$ cat config.mk
export PLATFORM = sky130hd
export DESIGN_NAME = otter_iobus_timer_flat
export DESIGN_NICKNAME = d
export VERILOG_FILES = /design/src/rtl/otter_iobus_timer_if.sv /design/src/rtl/otter_iobus_timer.sv /design/src/flat_wrapper.sv
export SDC_FILE = /design/constraint.sdc
export NUM_CORES = 1
export LEC_CHECK = 0
export CORE_MARGIN = 2
export CORE_UTILIZATION = 52
export CTS_CLUSTER_SIZE = 10
export DETAILED_ROUTE_END_ITERATION = 10
export PLACE_DENSITY = 0.73
export SLEW_MARGIN = 10
export SYNTH_ARGS = -nofsm -noshare
export SYNTH_HDL_FRONTEND = slang
export SYNTH_SLANG_ARGS = --single-unit
$ cat constraint.sdc
create_clock -name CLK -period 12.7 [get_ports CLK]
set_input_delay 1.27 -clock CLK [delete_from_list [all_inputs] [get_ports CLK]]
set_output_delay 1.27 -clock CLK [all_outputs]
set_load 0.02 [all_outputs]
$ cat src/rtl/otter_iobus_timer_if.sv
// OTTER IOBUS connection between the CPU (master) and the interval timer
// (slave): address/data/strobes toward the timer, read data, hit flag and
// the interrupt line back toward the CPU.
interface otter_iobus_timer_if;
    logic [31:0] IOBUS_ADDR;
    logic [31:0] IOBUS_OUT;
    logic        IOBUS_WR;
    logic        IOBUS_RD;
    logic [31:0] IO_RDATA;
    logic        IO_HIT;
    logic        INTR;
    logic        INTR_ACK;

    modport master (
        output IOBUS_ADDR, IOBUS_OUT, IOBUS_WR, IOBUS_RD, INTR_ACK,
        input  IO_RDATA, IO_HIT, INTR
    );

    modport slave (
        input  IOBUS_ADDR, IOBUS_OUT, IOBUS_WR, IOBUS_RD, INTR_ACK,
        output IO_RDATA, IO_HIT, INTR
    );
endinterface

$ cat src/rtl/otter_iobus_timer.sv
// Memory-mapped interval timer on the OTTER IOBUS.
// Registers (word offsets from BASE_ADDR):
//   0x00 CTRL  [0] EN, [1] RELOAD, [2] IE
//   0x04 PRESC prescaler reload value
//   0x08 CMP   compare value
//   0x0C COUNT current count (read/write)
//   0x10 STATUS [0] PEND (W1C), [1] OVR (W1C, only with OTTER_TIMER_OVR_EN)
// Optional feature macro: OTTER_TIMER_OVR_EN builds the overrun flag.
module otter_iobus_timer #(
    parameter logic [31:0] BASE_ADDR = 32'h1100_0100,
    parameter int          PRESC_W   = 16
) (
    input  logic CLK,
    input  logic RESET,
    otter_iobus_timer_if.slave bus
);

    typedef enum logic {IDLE, RUN} state_t;

    state_t state, state_nx;

    logic               en, reload, ie, pend, ovr;
    logic [PRESC_W-1:0] presc, psc_cnt;
    logic [31:0]        cmp, count;
    logic [31:0]        rd_mux;

    logic       hit;
    logic [2:0] off;
    logic       wr_ctrl, wr_presc, wr_cmp, wr_count, wr_status;
    logic       tick, match;

    // Byte-lane bits are ignored: every access is a full word.
    logic unused_addr;
    assign unused_addr = ^bus.IOBUS_ADDR[1:0];

    assign hit       = (bus.IOBUS_ADDR[31:5] == BASE_ADDR[31:5]);
    assign off       = bus.IOBUS_ADDR[4:2];
    assign wr_ctrl   = bus.IOBUS_WR && hit && (off == 3'd0);
    assign wr_presc  = bus.IOBUS_WR && hit && (off == 3'd1);
    assign wr_cmp    = bus.IOBUS_WR && hit && (off == 3'd2);
    assign wr_count  = bus.IOBUS_WR && hit && (off == 3'd3);
    assign wr_status = bus.IOBUS_WR && hit && (off == 3'd4);

    // Tick when the prescaler reaches PRESC; match when COUNT sits on CMP at a tick.
    assign tick  = (state == RUN) && (psc_cnt == presc);
    assign match = tick && (count == cmp);

    // State register.
    always_ff @(posedge CLK or posedge RESET) begin
        if (RESET) state <= IDLE;
        else       state <= state_nx;
    end

    // Next state: a CTRL write decides outright; otherwise a one-shot match stops the timer.
    always_comb begin
        state_nx = state;
        case (state)
            IDLE: begin
                if (wr_ctrl && bus.IOBUS_OUT[0]) state_nx = RUN;
            end
            RUN: begin
                if (wr_ctrl)                state_nx = bus.IOBUS_OUT[0] ? RUN : IDLE;
                else if (match && !reload)  state_nx = IDLE;
            end
            default: state_nx = IDLE;
        endcase
    end

    // CTRL register; a one-shot match drops EN unless software rewrites CTRL that cycle.
    always_ff @(posedge CLK or posedge RESET) begin
        if (RESET) begin
            en     <= 1'b0;
            reload <= 1'b0;
            ie     <= 1'b0;
        end else if (wr_ctrl) begin
            en     <= bus.IOBUS_OUT[0];
            reload <= bus.IOBUS_OUT[1];
            ie     <= bus.IOBUS_OUT[2];
        end else if (match && !reload) begin
            en     <= 1'b0;
        end
    end

    // PRESC and CMP registers.
    always_ff @(posedge CLK or posedge RESET) begin
        if (RESET) begin
            presc <= '0;
            cmp   <= '0;
        end else begin
            if (wr_presc) presc <= bus.IOBUS_OUT[PRESC_W-1:0];
            if (wr_cmp)   cmp   <= bus.IOBUS_OUT;
        end
    end

    // Prescaler counter: restarts on a PRESC write or when software stops the timer.
    always_ff @(posedge CLK or posedge RESET) begin
        if (RESET)                                psc_cnt <= '0;
        else if (wr_presc)                        psc_cnt <= '0;
        else if (wr_ctrl && !bus.IOBUS_OUT[0])    psc_cnt <= '0;
        else if (state == RUN)                    psc_cnt <= tick ? '0 : psc_cnt + 1'b1;
    end

    // Main counter: a software write beats the tick update.
    always_ff @(posedge CLK or posedge RESET) begin
        if (RESET)         count <= '0;
        else if (wr_count) count <= bus.IOBUS_OUT;
        else if (tick)     count <= match ? 32'd0 : count + 32'd1;
    end

    // Pending flag: a match wins over W1C or acknowledge in the same cycle.
    always_ff @(posedge CLK or posedge RESET) begin
        if (RESET)                                          pend <= 1'b0;
        else if (match)                                     pend <= 1'b1;
        else if ((wr_status && bus.IOBUS_OUT[0]) || bus.INTR_ACK) pend <= 1'b0;
    end

`ifdef OTTER_TIMER_OVR_EN
    // Overrun flag: a match arriving while PEND is still set; only W1C clears it.
    always_ff @(posedge CLK or posedge RESET) begin
        if (RESET)                              ovr <= 1'b0;
        else if (match && pend)                 ovr <= 1'b1;
        else if (wr_status && bus.IOBUS_OUT[1]) ovr <= 1'b0;
    end
`else
    assign ovr = 1'b0;
`endif

    // Read data selection from the current register values.
    always_comb begin
        rd_mux = 32'd0;
        case (off)
            3'd0:    rd_mux = {29'd0, ie, reload, en};
            3'd1:    rd_mux = 32'(presc);
            3'd2:    rd_mux = cmp;
            3'd3:    rd_mux = count;
            3'd4:    rd_mux = {30'd0, ovr, pend};
            default: rd_mux = 32'd0;
        endcase
    end

    // Registered read port: one-cycle latency, data held between reads.
    always_ff @(posedge CLK or posedge RESET) begin
        if (RESET) begin
            bus.IO_RDATA <= 32'd0;
            bus.IO_HIT   <= 1'b0;
        end else if (bus.IOBUS_RD && hit) begin
            bus.IO_RDATA <= rd_mux;
            bus.IO_HIT   <= 1'b1;
        end else begin
            bus.IO_HIT   <= 1'b0;
        end
    end

    // Interrupt straight from flops, no path from the bus inputs.
    assign bus.INTR = pend & ie;

endmodule
$ cat src/flat_wrapper.sv
// flat-port wrapper written by rule: the top's interface ports become plain ports
module otter_iobus_timer_flat 
#(
    parameter logic [31:0] BASE_ADDR = 32'h1100_0100,
    parameter int          PRESC_W   = 16
)
  (CLK, RESET, bus_IOBUS_ADDR, bus_IOBUS_OUT, bus_IOBUS_WR, bus_IOBUS_RD, bus_INTR_ACK, bus_IO_RDATA, bus_IO_HIT, bus_INTR);
  otter_iobus_timer_if bus_i ();
  input  logic CLK;
  input  logic RESET;
  input wire logic [$bits(bus_i.IOBUS_ADDR)-1:0] bus_IOBUS_ADDR;
  input wire logic [$bits(bus_i.IOBUS_OUT)-1:0] bus_IOBUS_OUT;
  input wire logic [$bits(bus_i.IOBUS_WR)-1:0] bus_IOBUS_WR;
  input wire logic [$bits(bus_i.IOBUS_RD)-1:0] bus_IOBUS_RD;
  input wire logic [$bits(bus_i.INTR_ACK)-1:0] bus_INTR_ACK;
  output wire logic [$bits(bus_i.IO_RDATA)-1:0] bus_IO_RDATA;
  output wire logic [$bits(bus_i.IO_HIT)-1:0] bus_IO_HIT;
  output wire logic [$bits(bus_i.INTR)-1:0] bus_INTR;
  assign bus_i.IOBUS_ADDR = bus_IOBUS_ADDR;
  assign bus_i.IOBUS_OUT = bus_IOBUS_OUT;
  assign bus_i.IOBUS_WR = bus_IOBUS_WR;
  assign bus_i.IOBUS_RD = bus_IOBUS_RD;
  assign bus_i.INTR_ACK = bus_INTR_ACK;
  assign bus_IO_RDATA = bus_i.IO_RDATA;
  assign bus_IO_HIT = bus_i.IO_HIT;
  assign bus_INTR = bus_i.INTR;
  otter_iobus_timer #(.BASE_ADDR(BASE_ADDR), .PRESC_W(PRESC_W)) u_core (.CLK(CLK), .RESET(RESET), .bus(bus_i));
endmodule
* After elaboration in Yosys (flattened, before gate mapping)
Index checks and enable logic that the tools add are counted.
Widths: inputs -> output; s select.
** Word-level totals
- Flip-flop bits (word level) :: 134
- Output and inout bits :: 34
- Bits of input ports :: 69
** Cells by class
- Reduce and logical (&&, ||, !) cells :: 21
- Bitwise operators :: 2
- $add $sub $neg :: 2
- Muxes and demuxes :: 18
- Equal/unequal tests :: 7
** Operators with widths (number)
- $pmux 32 s5 :: 1
- $mux 32 :: 3
- $mux 16 :: 4
- $add 32x1->32 const B :: 1
- $eq 32x32->1 :: 1
- $eq 27x24->1 const B :: 1
- $add 16x1->16 const B :: 1
- $eq 16x16->1 :: 1
- $logic_and 1x1->1 :: 13
- $mux 1 :: 9
- $eq 3x2->1 const B :: 2
- $reduce_bool 2->1 :: 3
- $eq 3x1->1 const B :: 1
- $eq 3x3->1 const B :: 1
- $logic_not 3->1 :: 1
- $reduce_bool 3->1 :: 1
- $logic_not 1->1 :: 2
- $pmux 1 s2 :: 1
- $and 1x1->1 :: 1
- $logic_or 1x1->1 :: 1
- $not 1->1 :: 1

* Logic depth before layout (Yosys ltp)
- Word-level depth :: 7
- Mapped depth :: 9

* Worst setup path before layout
No wires, ideal clock.
- Kind :: input -> register
- From :: in bus_IOBUS_ADDR[15]
- To :: reg u_core.presc[10]
- Data arrival time :: 2.942 ns
- Stages :: 6
- Path buffers :: 1
- Setup slack :: 9.630 ns
- Data required time :: 12.572 ns
- Cell sequence :: nor4_1 nand4_1 nor4_4 nand3b_4 buf_6 mux2_1
** Between the ends
- Cells in the longest elaborated chain, start to end :: 3
** RTL lines
- from (decl) :: RTL line flat_wrapper.sv:11 : input wire logic [$bits(bus_i.IOBUS_ADDR)-1:0] bus_IOBUS_ADDR;
- $eq 27x24->1 :: RTL line otter_iobus_timer.sv:36 : assign hit = (bus.IOBUS_ADDR[31:5] == BASE_ADDR[31:5]);
- $logic_and 1x1->1 (2 in series) :: RTL line otter_iobus_timer.sv:39 : assign wr_presc = bus.IOBUS_WR && hit && (off == 3'd1);
- to (signal assigned) :: RTL line otter_iobus_timer.sv:90 : if (wr_presc) presc <= bus.IOBUS_OUT[PRESC_W-1:0];
- to (decl) :: RTL line otter_iobus_timer.sv:23 : logic [PRESC_W-1:0] presc, psc_cnt;
No other way between the ends.
A chain may end at the register's enable or synchronous reset.

* Final worst setup path
- From :: in bus_IOBUS_ADDR[4]
- To :: reg u_core.cmp[18]
** Between the ends
- Cells in the longest elaborated chain, start to end :: 2
** RTL lines
- $eq 3x2->1 :: RTL line otter_iobus_timer.sv:40 : assign wr_cmp = bus.IOBUS_WR && hit && (off == 3'd2);
- $logic_and 1x1->1 :: RTL line otter_iobus_timer.sv:40
- to (signal assigned) :: RTL line otter_iobus_timer.sv:91 : if (wr_cmp) cmp <= bus.IOBUS_OUT;
- to (decl) :: RTL line otter_iobus_timer.sv:24 : logic [31:0] cmp, count;
No other way between the ends.

==> run metrics <==
Mean Syn Cell Area 9.875 sq um; Final ANT Viol Nets 0; number of synthesized flops with an enable pin 0; fin area 9214 sq um; first-pass detailed-route iteration total 5; largest net degree at the start of global routing 82; clk_lat worst skew 0.42 ns; Power per Cell Area 100.7 nW/um^2; initial antenna violation count 0; maximum root-to-sink buffer count 2; vias 6703; commonest non-fill, non-tap cell in the layout dfrtp_1; share of layout cells above drive strength 1 8.941%; skew final 0.006390 ns; GRT Total Usage 27.39%; total length of routed wires 21390 microns; port bufs 100; CTS Root Cell clkbuf_16; num ports 103; setup bufs post-CTS 0; period utilisation layout 31.74%; setup ws final 8.669 ns; RSZ-0062 raised after global routing false; leak pwr 3.730 nW; final hold vios 0; Setup WS pre-CTS 8.255 ns; fin. max-slew vios 0; Relative slew margins 24.79%; WHS 0.4769 ns; Primary FF master, synth dfrtp_1; most used cells in the layout excluding fill and tap cells dfrtp_1 (134), clkdlybuf4s50_1 (99), nand2_1 (92); min-delay worst type flop to flop; max frequency 248.1 MHz; Seq cells post-synth 134; VDD IR-drop max 0.00008190 V; full die area 15690 sq um; Yosys cell types 62; Fin Setup TNS 0 ns; Initial DRC Count 600; syn_nets 845; clk sinks 134; Synth warnings 0; final setup violating endpoints 0; kind of critical path input port to flop; Congestion Overflow GR 0; net total in the final layout 910; vias in the first global route 6595; Period minus WS final 4.031 ns; CP Capture Type flop; synthesized area 7644 sq um; Die Width 125.2 microns; Worst Tran Pin Value 1.124 ns; Vias/cell 6.483; crit-path max FO 32; global-route wire length before repair 34360 microns; drt drc 0; status completed; Resized cells post-CTS 0; Max-cap violations 0; CTS H-tree depth 4; Core Box Area 14420 sq um; Power, Total 0.9279 mW; site row count 44; sequential area share after synthesis 43.87%; CP Data Arrival Time 4.32 ns; CP startpoint kind input port; gpl congestion 0.8986; Die Ht 125.2 microns; n_diodes 0; CP Data Required Time 12.99 ns; DPL Wire Length 14570 microns; Area Growth Syn to Fin 20.54%; Num CTS Buffers 17; per-cell routed wire length 20.69 microns; Hold Buf Count CTS 0; FFs w/ async S/R, synth 100.0%; cells after synthesis 774; Initial Utilization 52.99%; Placement Cell Area 8688 sq um; CTS clk-pin slew, worst paths 0.05 ns; CTS tree done
synthesized netlist by cell type (all sizes together) (6+ instances only):
cell type / instances / area, sq um
mux2i: 16 / 160.2
nor2: 24 / 90.09
dfrtp: 134 / 3353
a2bb2oi: 6 / 52.55
a22oi: 15 / 112.6
xnor2: 48 / 420.4
nor3: 30 / 155.1
clkbuf: 43 / 162.7
o21ai: 38 / 190.2
nor4: 20 / 165.2
nand2: 95 / 361.6
inv: 8 / 30.03
or4: 6 / 48.80
o31ai: 31 / 232.7
nand3: 28 / 145.1
a32oi: 23 / 201.4
a32o: 11 / 110.1
mux2: 63 / 724.4
nand4: 26 / 162.7
a21oi: 26 / 130.1
nor2b: 7 / 43.79
buf: 21 / 107.6
worst max-delay path, stage by stage:
cell	delay, ns
clkdlybuf4s50_1	0.91
nor4_4	0.82
nand2_2	0.74
mux2_1	0.57
flip-flops by register name, summed over array words and instances, names as in the netlist:
signal / flops
u_core.bus.IO_RDATA: 32
u_core.cmp: 32
u_core.count: 32
u_core.presc: 16
u_core.psc_cnt: 16
u_core.bus.IO_HIT: 1
u_core.en: 1
u_core.ie: 1
u_core.pend: 1
u_core.reload: 1
u_core.state: 1
layout make-up:
class	count	area [sq um]
Clock inverter	5	50.05
Sequential cell	134	3353
Multi-Input combinational cell	568	4001
Tap cell	184	230.2
Clock buffer	25	475.5
Fill cell	1182	5210
Inverter	8	32.53
Timing Repair Buffer	110	1071
logic make-up after synthesis:
| group | synth area share [%] |
|---|---|
| buffers and inverters | 3.929 |
| AND/OR/NAND/NOR | 17.84 |
| multiplexers | 12.46 |
| AO/OA/AOI/OAI | 16.07 |
| XOR/XNOR | 5.500 |
| adder cells (fa/ha/maj) | 0.3273 |
| flip-flops | 43.87 |
final timing paths:
| path | start | endpoint | slack, ns | cells after the start |
|---|---|---|---|---|
| worst max register to register | u_core.psc_cnt[0] | u_core.psc_cnt[5] | 9.71 | 7 |
| max in group asynchronous | RESET | u_core.cmp[11] | 9.89 | 3 |
| worst min register to register | u_core.bus.IO_RDATA[11] | u_core.bus.IO_RDATA[11] | 0.48 | 2 |
| worst min-delay path | u_core.bus.IO_RDATA[11] | u_core.bus.IO_RDATA[11] | 0.48 | 2 |
| min in group asynchronous | RESET | u_core.bus.IO_RDATA[29] | 1.30 | 2 |
| worst max-delay path | bus_IOBUS_ADDR[4] | u_core.cmp[18] | 8.67 | 4 |
layer usage:
| layer | part of all wire, % | vias to the layer above | track usage, % | routed length, microns |
|---|---|---|---|---|
| met1 | 43 | 3361 | 36.45 | 9119 |
| met4 | 2.2 | 0 | 9.673 | 476 |
| met2 | 48 | 288 | 44.73 | 10290 |
| met3 | 7.0 | 38 | 5.734 | 1504 |
| met5 | 0 | - | 0 | 0 |
| li1 | - | 3016 | - | - |
report_power, final:
part | total (mW) | internal, mW | switching (mW)
Combinational | 0.0487 | 0.0234 | 0.0253
Clock | 0.452 | 0.276 | 0.176
Sequential | 0.427 | 0.427 | 0.00000347
per-stage QoR:
stage	utilization [%]	std cells
after floorplan	-	774
after global placement	60.24	1004
after detailed placement	60.24	1004
after CTS	63.88	1034
after global routing	63.88	1034
final	63.88	1034
No activity file was read; power rests on OpenSTA's default activity.
